<file path="src/rtl/alu_cmd_sequencer.sv">
// alu_cmd_sequencer: single-command-in-flight front-end for a 32-bit
// combinational ALU. Accepts a command, reads operands from a local register
// file (or an immediate), drives registered ALU inputs, captures the result
// one cycle later, writes it back and offers it on a valid/ready port.
module alu_cmd_sequencer #(
  parameter int NREGS = 8,
  parameter int IDX_W = $clog2(NREGS),
  parameter int CNT_W = 16
) (
  input  logic             clk,
  input  logic             rst,
  input  logic             cmd_valid,
  output logic             cmd_ready,
  input  logic [3:0]       cmd_opcode,
  input  logic [IDX_W-1:0] cmd_dst,
  input  logic [IDX_W-1:0] cmd_src1,
  input  logic [IDX_W-1:0] cmd_src2,
  input  logic             cmd_use_imm,
  input  logic [31:0]      cmd_imm,
  output logic [31:0]      alu_operand1,
  output logic [31:0]      alu_operand2,
  output logic [3:0]       alu_opcode,
  input  logic [31:0]      alu_result,
  output logic             rsp_valid,
  input  logic             rsp_ready,
  output logic [31:0]      rsp_data,
  output logic [IDX_W-1:0] rsp_dst,
  output logic             rsp_illegal,
  output logic [CNT_W-1:0] cmd_count
);

  typedef enum logic [1:0] {IDLE, EXEC, RESP} state_t;

  state_t           state_q, state_d;
  logic [31:0]      op1_q, op1_d;
  logic [31:0]      op2_q, op2_d;
  logic [3:0]       opcode_q, opcode_d;
  logic [IDX_W-1:0] dst_q, dst_d;
  logic             illegal_q, illegal_d;
  logic [31:0]      rsp_data_q, rsp_data_d;
  logic             rsp_valid_q, rsp_valid_d;
  logic [CNT_W-1:0] count_q, count_d;

  logic [31:0]      regs_q [NREGS];
  logic             wr_en;
  logic [IDX_W-1:0] wr_addr;
  logic [31:0]      wr_data;
  logic [31:0]      src1_val;
  logic [31:0]      src2_val;

  // Opcodes outside the ALU's supported set never write the register file.
  function automatic logic op_illegal(input logic [3:0] op);
    return (op == 4'b0101) || (op >= 4'b1010);
  endfunction

  // R0 is hard-wired to zero on the read side; it is also never written.
  assign src1_val = (cmd_src1 == '0) ? 32'd0 : regs_q[cmd_src1];
  assign src2_val = (cmd_src2 == '0) ? 32'd0 : regs_q[cmd_src2];

  assign cmd_ready    = (state_q == IDLE);
  assign alu_operand1 = op1_q;
  assign alu_operand2 = op2_q;
  assign alu_opcode   = opcode_q;
  assign rsp_valid    = rsp_valid_q;
  assign rsp_data     = rsp_data_q;
  assign rsp_dst      = dst_q;
  assign rsp_illegal  = illegal_q;
  assign cmd_count    = count_q;

  // Next-state and writeback decode for the IDLE -> EXEC -> RESP sequence.
  always_comb begin
    state_d     = state_q;
    op1_d       = op1_q;
    op2_d       = op2_q;
    opcode_d    = opcode_q;
    dst_d       = dst_q;
    illegal_d   = illegal_q;
    rsp_data_d  = rsp_data_q;
    rsp_valid_d = rsp_valid_q;
    count_d     = count_q;
    wr_en       = 1'b0;
    wr_addr     = dst_q;
    wr_data     = alu_result;
    case (state_q)
      IDLE: begin
        if (cmd_valid) begin
          opcode_d  = cmd_opcode;
          op1_d     = src1_val;
          op2_d     = cmd_use_imm ? cmd_imm : src2_val;
          dst_d     = cmd_dst;
          illegal_d = op_illegal(cmd_opcode);
          state_d   = EXEC;
        end
      end
      EXEC: begin
        rsp_data_d  = alu_result;
        wr_en       = !illegal_q && (dst_q != '0);
        rsp_valid_d = 1'b1;
        state_d     = RESP;
      end
      RESP: begin
        if (rsp_ready) begin
          rsp_valid_d = 1'b0;
          count_d     = count_q + {{(CNT_W-1){1'b0}}, 1'b1};
          state_d     = IDLE;
        end
      end
      default: state_d = IDLE;
    endcase
  end

  // All sequencer state and the register file; reset aborts any command in flight.
  always_ff @(posedge clk or posedge rst) begin
    if (rst) begin
      state_q     <= IDLE;
      op1_q       <= '0;
      op2_q       <= '0;
      opcode_q    <= '0;
      dst_q       <= '0;
      illegal_q   <= 1'b0;
      rsp_data_q  <= '0;
      rsp_valid_q <= 1'b0;
      count_q     <= '0;
      for (int i = 0; i < NREGS; i++) begin
        regs_q[i] <= '0;
      end
    end else begin
      state_q     <= state_d;
      op1_q       <= op1_d;
      op2_q       <= op2_d;
      opcode_q    <= opcode_d;
      dst_q       <= dst_d;
      illegal_q   <= illegal_d;
      rsp_data_q  <= rsp_data_d;
      rsp_valid_q <= rsp_valid_d;
      count_q     <= count_d;
      if (wr_en) begin
        regs_q[wr_addr] <= wr_data;
      end
    end
  end

endmodule

</file>
<file path="config.mk">
export PLATFORM = sky130hd
export DESIGN_NAME = alu_cmd_sequencer
export DESIGN_NICKNAME = d
export VERILOG_FILES = /design/src/rtl/alu_cmd_sequencer.sv
export SDC_FILE = /design/constraint.sdc
export NUM_CORES = 1
export LEC_CHECK = 0
export CORE_ASPECT_RATIO = 0.8
export CORE_MARGIN = 3
export CORE_UTILIZATION = 30
export CTS_BUF_LIST = sky130_fd_sc_hd__clkbuf_4
export DETAILED_ROUTE_END_ITERATION = 8
export GPL_TIMING_DRIVEN = 0
export HOLD_SLACK_MARGIN = 0.08
export MAX_ROUTING_LAYER = met4
export PLACE_DENSITY = 0.56
export SYNTH_ARGS = -nofsm -noshare
export SYNTH_HDL_FRONTEND = slang
export SYNTH_SLANG_ARGS = --single-unit
</file>
<file path="constraint.sdc">
create_clock -name clk -period 18 [get_ports clk]
set_input_delay 4.5 -clock clk [delete_from_list [all_inputs] [get_ports clk]]
set_output_delay 4.5 -clock clk [all_outputs]
set_load 0.005 [all_outputs]
</file>
==> metrics.md <==
| Metric | Value |
|---|---|
| Status | finished clean |
| Critical Path RT | 13.50 ns |
| Post-Route WL | 58.8 mm |
| Worst R2R End | alu_operand2[23] |
| Worst-path clk slew | approximately 0.06 ns |
| Post-synth EDFFs | 0 |
| Max_cap viols | 0 |
| GPL Wtd Cong | 0.874 |
| Number of setup buffers added after CTS | 0 |
| Worst Hold Endpoint | cmd_count[15] |
| Crit path capture type | output pin |
| Filler cells | approximately 5200 |
| Post-synth top area cell | dfrtp_1 |
| RR Startpoint | state_q[1] |
| Layout cells sized above 1 | 36.1% |
| RSZ-0062 raised after global routing | false |
| Area occupied by multi-input gates | 7360 um^2 |
| Yosys top cell area share | 52.5% |
| Reg2Reg Depth | 7 |
| Ranking of synthesized cells by area | dfrtp_1, mux2_2, mux2i_1 |
| Mean post-synth cell area | between 10 and 15 um^2 |
| Hold Crit Depth | 1 |
| WL/cell | 25.0 um |
| Pre-antenna DRT Iters | 5 |
| Hold-fix buffer count after cts | 0 |
| Ys Warns | 0 |
| Cts bufs inserted | 99 |
| Crit path launch type | flop |
| Core Region | 54200 um^2 |
| Yosys cell types | 45 |
| Met2 WL post-DR | roughly 25 mm |
| # rows | 76 |
| Fin crit period | 6.54 ns |
| IO Pins | 204 |
| Metal-1 WL | 27.7 mm |
| Syn nets | 1351 |
| Drc violations | 0 |
| Most common cell after layout, fill and taps aside | mux2_2 |
| CTS resizes | 0 |
| Global route overflow | 0 |
| Global-route wire length before repair | 86.2 mm |
| Post-route cell area | between 20000 and 25000 um^2 |
| DP Wirelength | 39.3 mm |
| Worst Hold Class | reg -> reg |
| Vias in the first global route | between 10000 and 15000 |
| PwrDens | about 160 nW/um^2 |
| Clk buf depth | 3 |
| Upper clock frequency limit | 0.153 GHz |
| Skew-Pair Late Insertion Delay | 0.84 ns |
| CTS tree | yes |
| Pleak | 8.65 nW |
| Slew @ Worst Pin | 0.958 ns |
| Final Setup Violations | 0 |
| Ys flop type | dfrtp_1 |
| Via density | 5.26 |
| Post-route ant nets | 0 |
| Largest net degree at the start of global routing | 120 |
| Port Buffers | 199 |
| Worst VDD drop | 60.8 uV |
| Seq/Total Area, Yosys | between 50 and 60% |
| Crit Path Category | reg -> out |
| Slew margin rel. | 36.1% |
| Met3 wire len | 4.50 mm |
| Post-Syn Area | 16500 um^2 |
| FF-to-FF setup slack | 15.48 ns |
| Max H-tree Level | 3 |
| First DRT Iteration DRCs | 801 |
| Most frequent cells in the layout | mux2_2, dfrtp_1, clkdlybuf4s50_1 |
| Final setup TNS | 0 ns |
| Hold Startpoint | cmd_count[15] |
| Largest fanout on the critical path | 10 |
| Hold Worst Slack | around 0.48 ns |
| All-layer global routing usage | 20.9% |
| Post-Synthesis Cells | 1268 |
| Final Hold Fails | 0 |
| Synth Register Bits | 347 |
| Skew final | 0.0490 ns |
| Area delta synth->final | 25.5% |
| Placed cell area | 19500 um^2 |
| Initial core utilization | just over 30% |
| Critical Path AT | roughly 2.0 ns |
| Die span in y | 216 um |
| Fin crit share | 36.4% |
| Die Area | roughly 58000 um^2 |
| CTS root buf | clkbuf_4 |
| Die width | approximately 270 um |
| Synth async-reset ratio | 100% |
| Seq. cell area | 8680 um^2 |
| Final nets | approximately 1700 |
| Via Count | about 12000 |
| Final Max Tran Viols | 0 |
| Top Layer Used | met4 |
| TritonCTS Sinks | about 350 |
| Initial antenna violation count | 3 |
logic make-up after synthesis:
logic type | synth area share (%)
xor gates and xnor gates | 0.795
buffers and inverters | 2.94
and+or+nand+nor | 4.80
AOI/OAI and AO/OA | 8.74
muxes | 30.1
adders and majority gates | 0.0757
DFF | 52.5
per-layer routing:
metal | global-route usage, % | vias up
met5 | - | -
met4 | 5.66 | 0
met3 | 6.59 | 103
met2 | 29.4 | 494
met1 | 29.0 | 6323
li1 | - | 5449
registers in the layout, indices dropped and copies added (netlist names):
name          flops
cmd_count        16
alu_operand1     32
alu_operand2     32
rsp_data         32
rsp_valid         1
alu_opcode        4
regs_q          224
state_q           2
rsp_dst           3
rsp_illegal       1
synth_stat cells (2+ instances only):
cell type,instances
o21ai_0,33
o311ai_1,13
nor2_1,23
xor2_1,4
buf_1,2
a221oi_1,46
mux2i_1,64
inv_1,4
mux2_1,3
a221o_1,17
nor3_2,3
a21oi_1,21
buf_2,46
nand3_1,23
o221ai_1,17
nor2b_1,16
nand4_1,5
xnor2_1,11
dfrtp_1,347
clkbuf_1,42
nand2b_1,6
mux2_2,352
buf_4,9
nand2_1,76
mux4_2,15
o22ai_1,49
and3_1,2
o311ai_0,2
critical path, cell delays in order (launching register included):
cell	delay, ns
dfrtp_1	0.35
buf_2	0.19
nor2_2	0.14
clkdlybuf4s50_1	0.56
worst max-delay path by stage:
stage,startpoint,end,depth (start not counted)
final,state_q[1],cmd_ready,3
after global placement,rst,rsp_data[16],2
after detailed placement,cmd_src2[1],alu_operand2[4],6
after floorplan,rst,alu_opcode[0],1
after global routing,state_q[1],cmd_ready,3
after CTS,state_q[1],cmd_ready,3
layout make-up:
class,count,share of cell area (%)
flip-flops and latches,347,41.9
multi-input cells,816,35.5
repair buffers,202,10.0
clock buffers,149,5.39
well taps,702,4.24
plain buffers,100,2.26
clock inverters,26,0.573
inverters,5,0.127
diodes,4,0.0483
power breakdown:
group	internal, mW	switching (mW)
Sequential	1.16	0.273
Clock	0.377	0.361
Combinational	0.707	0.483
Total	2.24	1.12
stage by stage:
stage | utilization (%) | setup slack (ns) | instances | power [mW]
floorplan | - | 3.88 | 1268 | 2.08
global placement | 35.8 | -1.16 | 2169 | 2.59
detailed placement | 36.0 | 10.78 | 2172 | 2.64
CTS | 38.2 | 11.34 | 2347 | 3.40
global route | 38.2 | 11.31 | 2349 | 3.59
finish | 38.3 | 11.46 | 2351 | 3.36
(Power assumes the default switching activity.)
==> edit, RTL diff (config.mk and constraints unchanged) <==
The parameter `NREGS` goes from 8 to 16.
--- a/src/rtl/alu_cmd_sequencer.sv
+++ b/src/rtl/alu_cmd_sequencer.sv
@@ -5,3 +5,3 @@
 module alu_cmd_sequencer #(
-  parameter int NREGS = 8,
+  parameter int NREGS = 16,
   parameter int IDX_W = $clog2(NREGS),
Ports: changed (resized cmd_dst, cmd_src1, cmd_src2 and rsp_dst); port bits go from 204 to 208. No check against the original RTL was run, so the function may have changed too.
==> edit against the unedited design <==
The run now ends with capacitance limit, slew limit left; power is 76% higher; synthesized cell count up 80%; worst setup slack worse by 0.39 ns; clock power rose by 87%; largest power group unchanged; sequential cell count rose by 289; design area up 83%; non-clock buffer count rose by 161; global-route usage up 1.2 points; largest cell class unchanged; combinational power increased by 63%; die area is 88% higher; area after synthesis increased by 91%; cell count is 79% higher; wire length is 100% higher; clock skew grew 0.038 ns.
==> edit: results (changes against the unedited design) <==
| Metric | Value |
|---|---|
| Outcome | `finished with violations (was completed)` |
| Violations in the final reports | `capacitance limit, slew limit` |
| Number of clock buffers inserted by TritonCTS | `178 (was 99)` |
| Length of the first detailed-routing pass in iterations | `7 (was 5)` |
| Post-route clock skew | `0.0868 ns (was 0.0490 ns)` |
| Via count | `23000 (was 12400)` |
| Global-route wire length before repair | `170000 um (was 86200 um)` |
| Complex-gate fraction of the synthesized area | `0.0574 (was 0.0874)` |
| Final Slew Violations | `11 (was 0)` |
| Sequential element share of the synthesized area | `0.504 (was 0.525)` |
| Antenna violations before repair | `10 (was 3)` |
| Post-layout net count | `2765 (was 1654)` |
| Setup WS pre-CTS | `10.08 ns (was 10.78 ns)` |
| Worst path arrival time | `7.83 ns (was 2.04 ns)` |
| Post-synthesis mux area share | `0.358 (was 0.301)` |
| Worst-case headroom to the max-slew limit | `-0.0183 (was 0.361)` |
| Count of unique library cells instantiated by Yosys | `42 (was 45)` |
| Worst supply voltage drop on vdd | `0.0000763 V (was 0.0000608 V)` |
| Total number of H-tree levels | `4 (was 3)` |
| Net load switching power | `0.00198 W (was 0.00112 W)` |
| Layout cell share with drive strength beyond 1 | `0.382 (was 0.361)` |
| Number of flip-flops under the largest register name | `512 (was 224)` |
| Weighted congestion at the end of routability-driven global placement | `0.880 (was 0.874)` |
| Min-delay src | `regs_q[502] (was cmd_count[15])` |
| Count of max-cap constraint violations | `1 (was 0)` |
| Reg-to-Reg End | `alu_operand2[10] (was alu_operand2[23])` |
| Cell count of the worst reg-to-reg path | `6 (was 7)` |
| Number of port buffers | `202 (was 199)` |
| HPWL reported at the end of detailed placement | `81700 um (was 39300 um)` |
| Adder and majority cell fraction of the synthesized area | `0.000396 (was 0.000757)` |
| Pin count of the biggest net entering global routing | `44 (was 120)` |
| Part of the power in the clock network | `0.233 (was 0.219)` |
[edit: per-layer routing]
metal | track usage | part of all wire
met4 | 0.0852 | 0.035
met5 | - | 0
met3 | 0.0714 | 0.093
met2 | 0.325 | 0.45
met1 | 0.283 | 0.43
[edit: layout make-up]
class                           instances  area [sq um]  area share
Antenna cell                           14          35.0    0.000921
Buffer                                244          1050      0.0277
Clock buffer                          265          1990      0.0523
Clock inverter                         51           330     0.00868
Inverter                                5          22.5    0.000592
Multi-Input combinational cell       1395         14600       0.384
Sequential cell                       636         15900       0.418
Tap cell                             1391          1740      0.0457
Timing Repair Buffer                  219          2360      0.0621
[edit: how the worst max path moves through the flow]
stage                      startpoint                to  cells past startpoint
final                     cmd_src1[1]  alu_operand1[24]                      7
after global routing      cmd_src1[1]  alu_operand1[24]                      7
after CTS                 cmd_src1[1]  alu_operand1[24]                      7
after detailed placement  cmd_src1[1]  alu_operand1[24]                      7
after global placement            rst        regs_q[49]                      2
after floorplan                   rst     alu_opcode[0]                      1
[edit: through the flow]
step / hold WS (ns) / cells / instance area [sq um] / power [W]
floorplan: 0.425 / 2280 / 31600 / 0.00370
global placement: 0.435 / 3873 / 35400 / 0.00443
detailed placement: 0.443 / 3890 / 35700 / 0.00454
CTS: 0.460 / 4206 / 38000 / 0.00595
global route: 0.472 / 4218 / 38000 / 0.00625
finish: 0.456 / 4220 / 38000 / 0.00592
[edit: critical path, delay by kind of cell]
kind,cells,cell delay [ns]
muxes,2,0.72
buffers and inverters,4,2.48
AOI/OAI and AO/OA,1,0.11
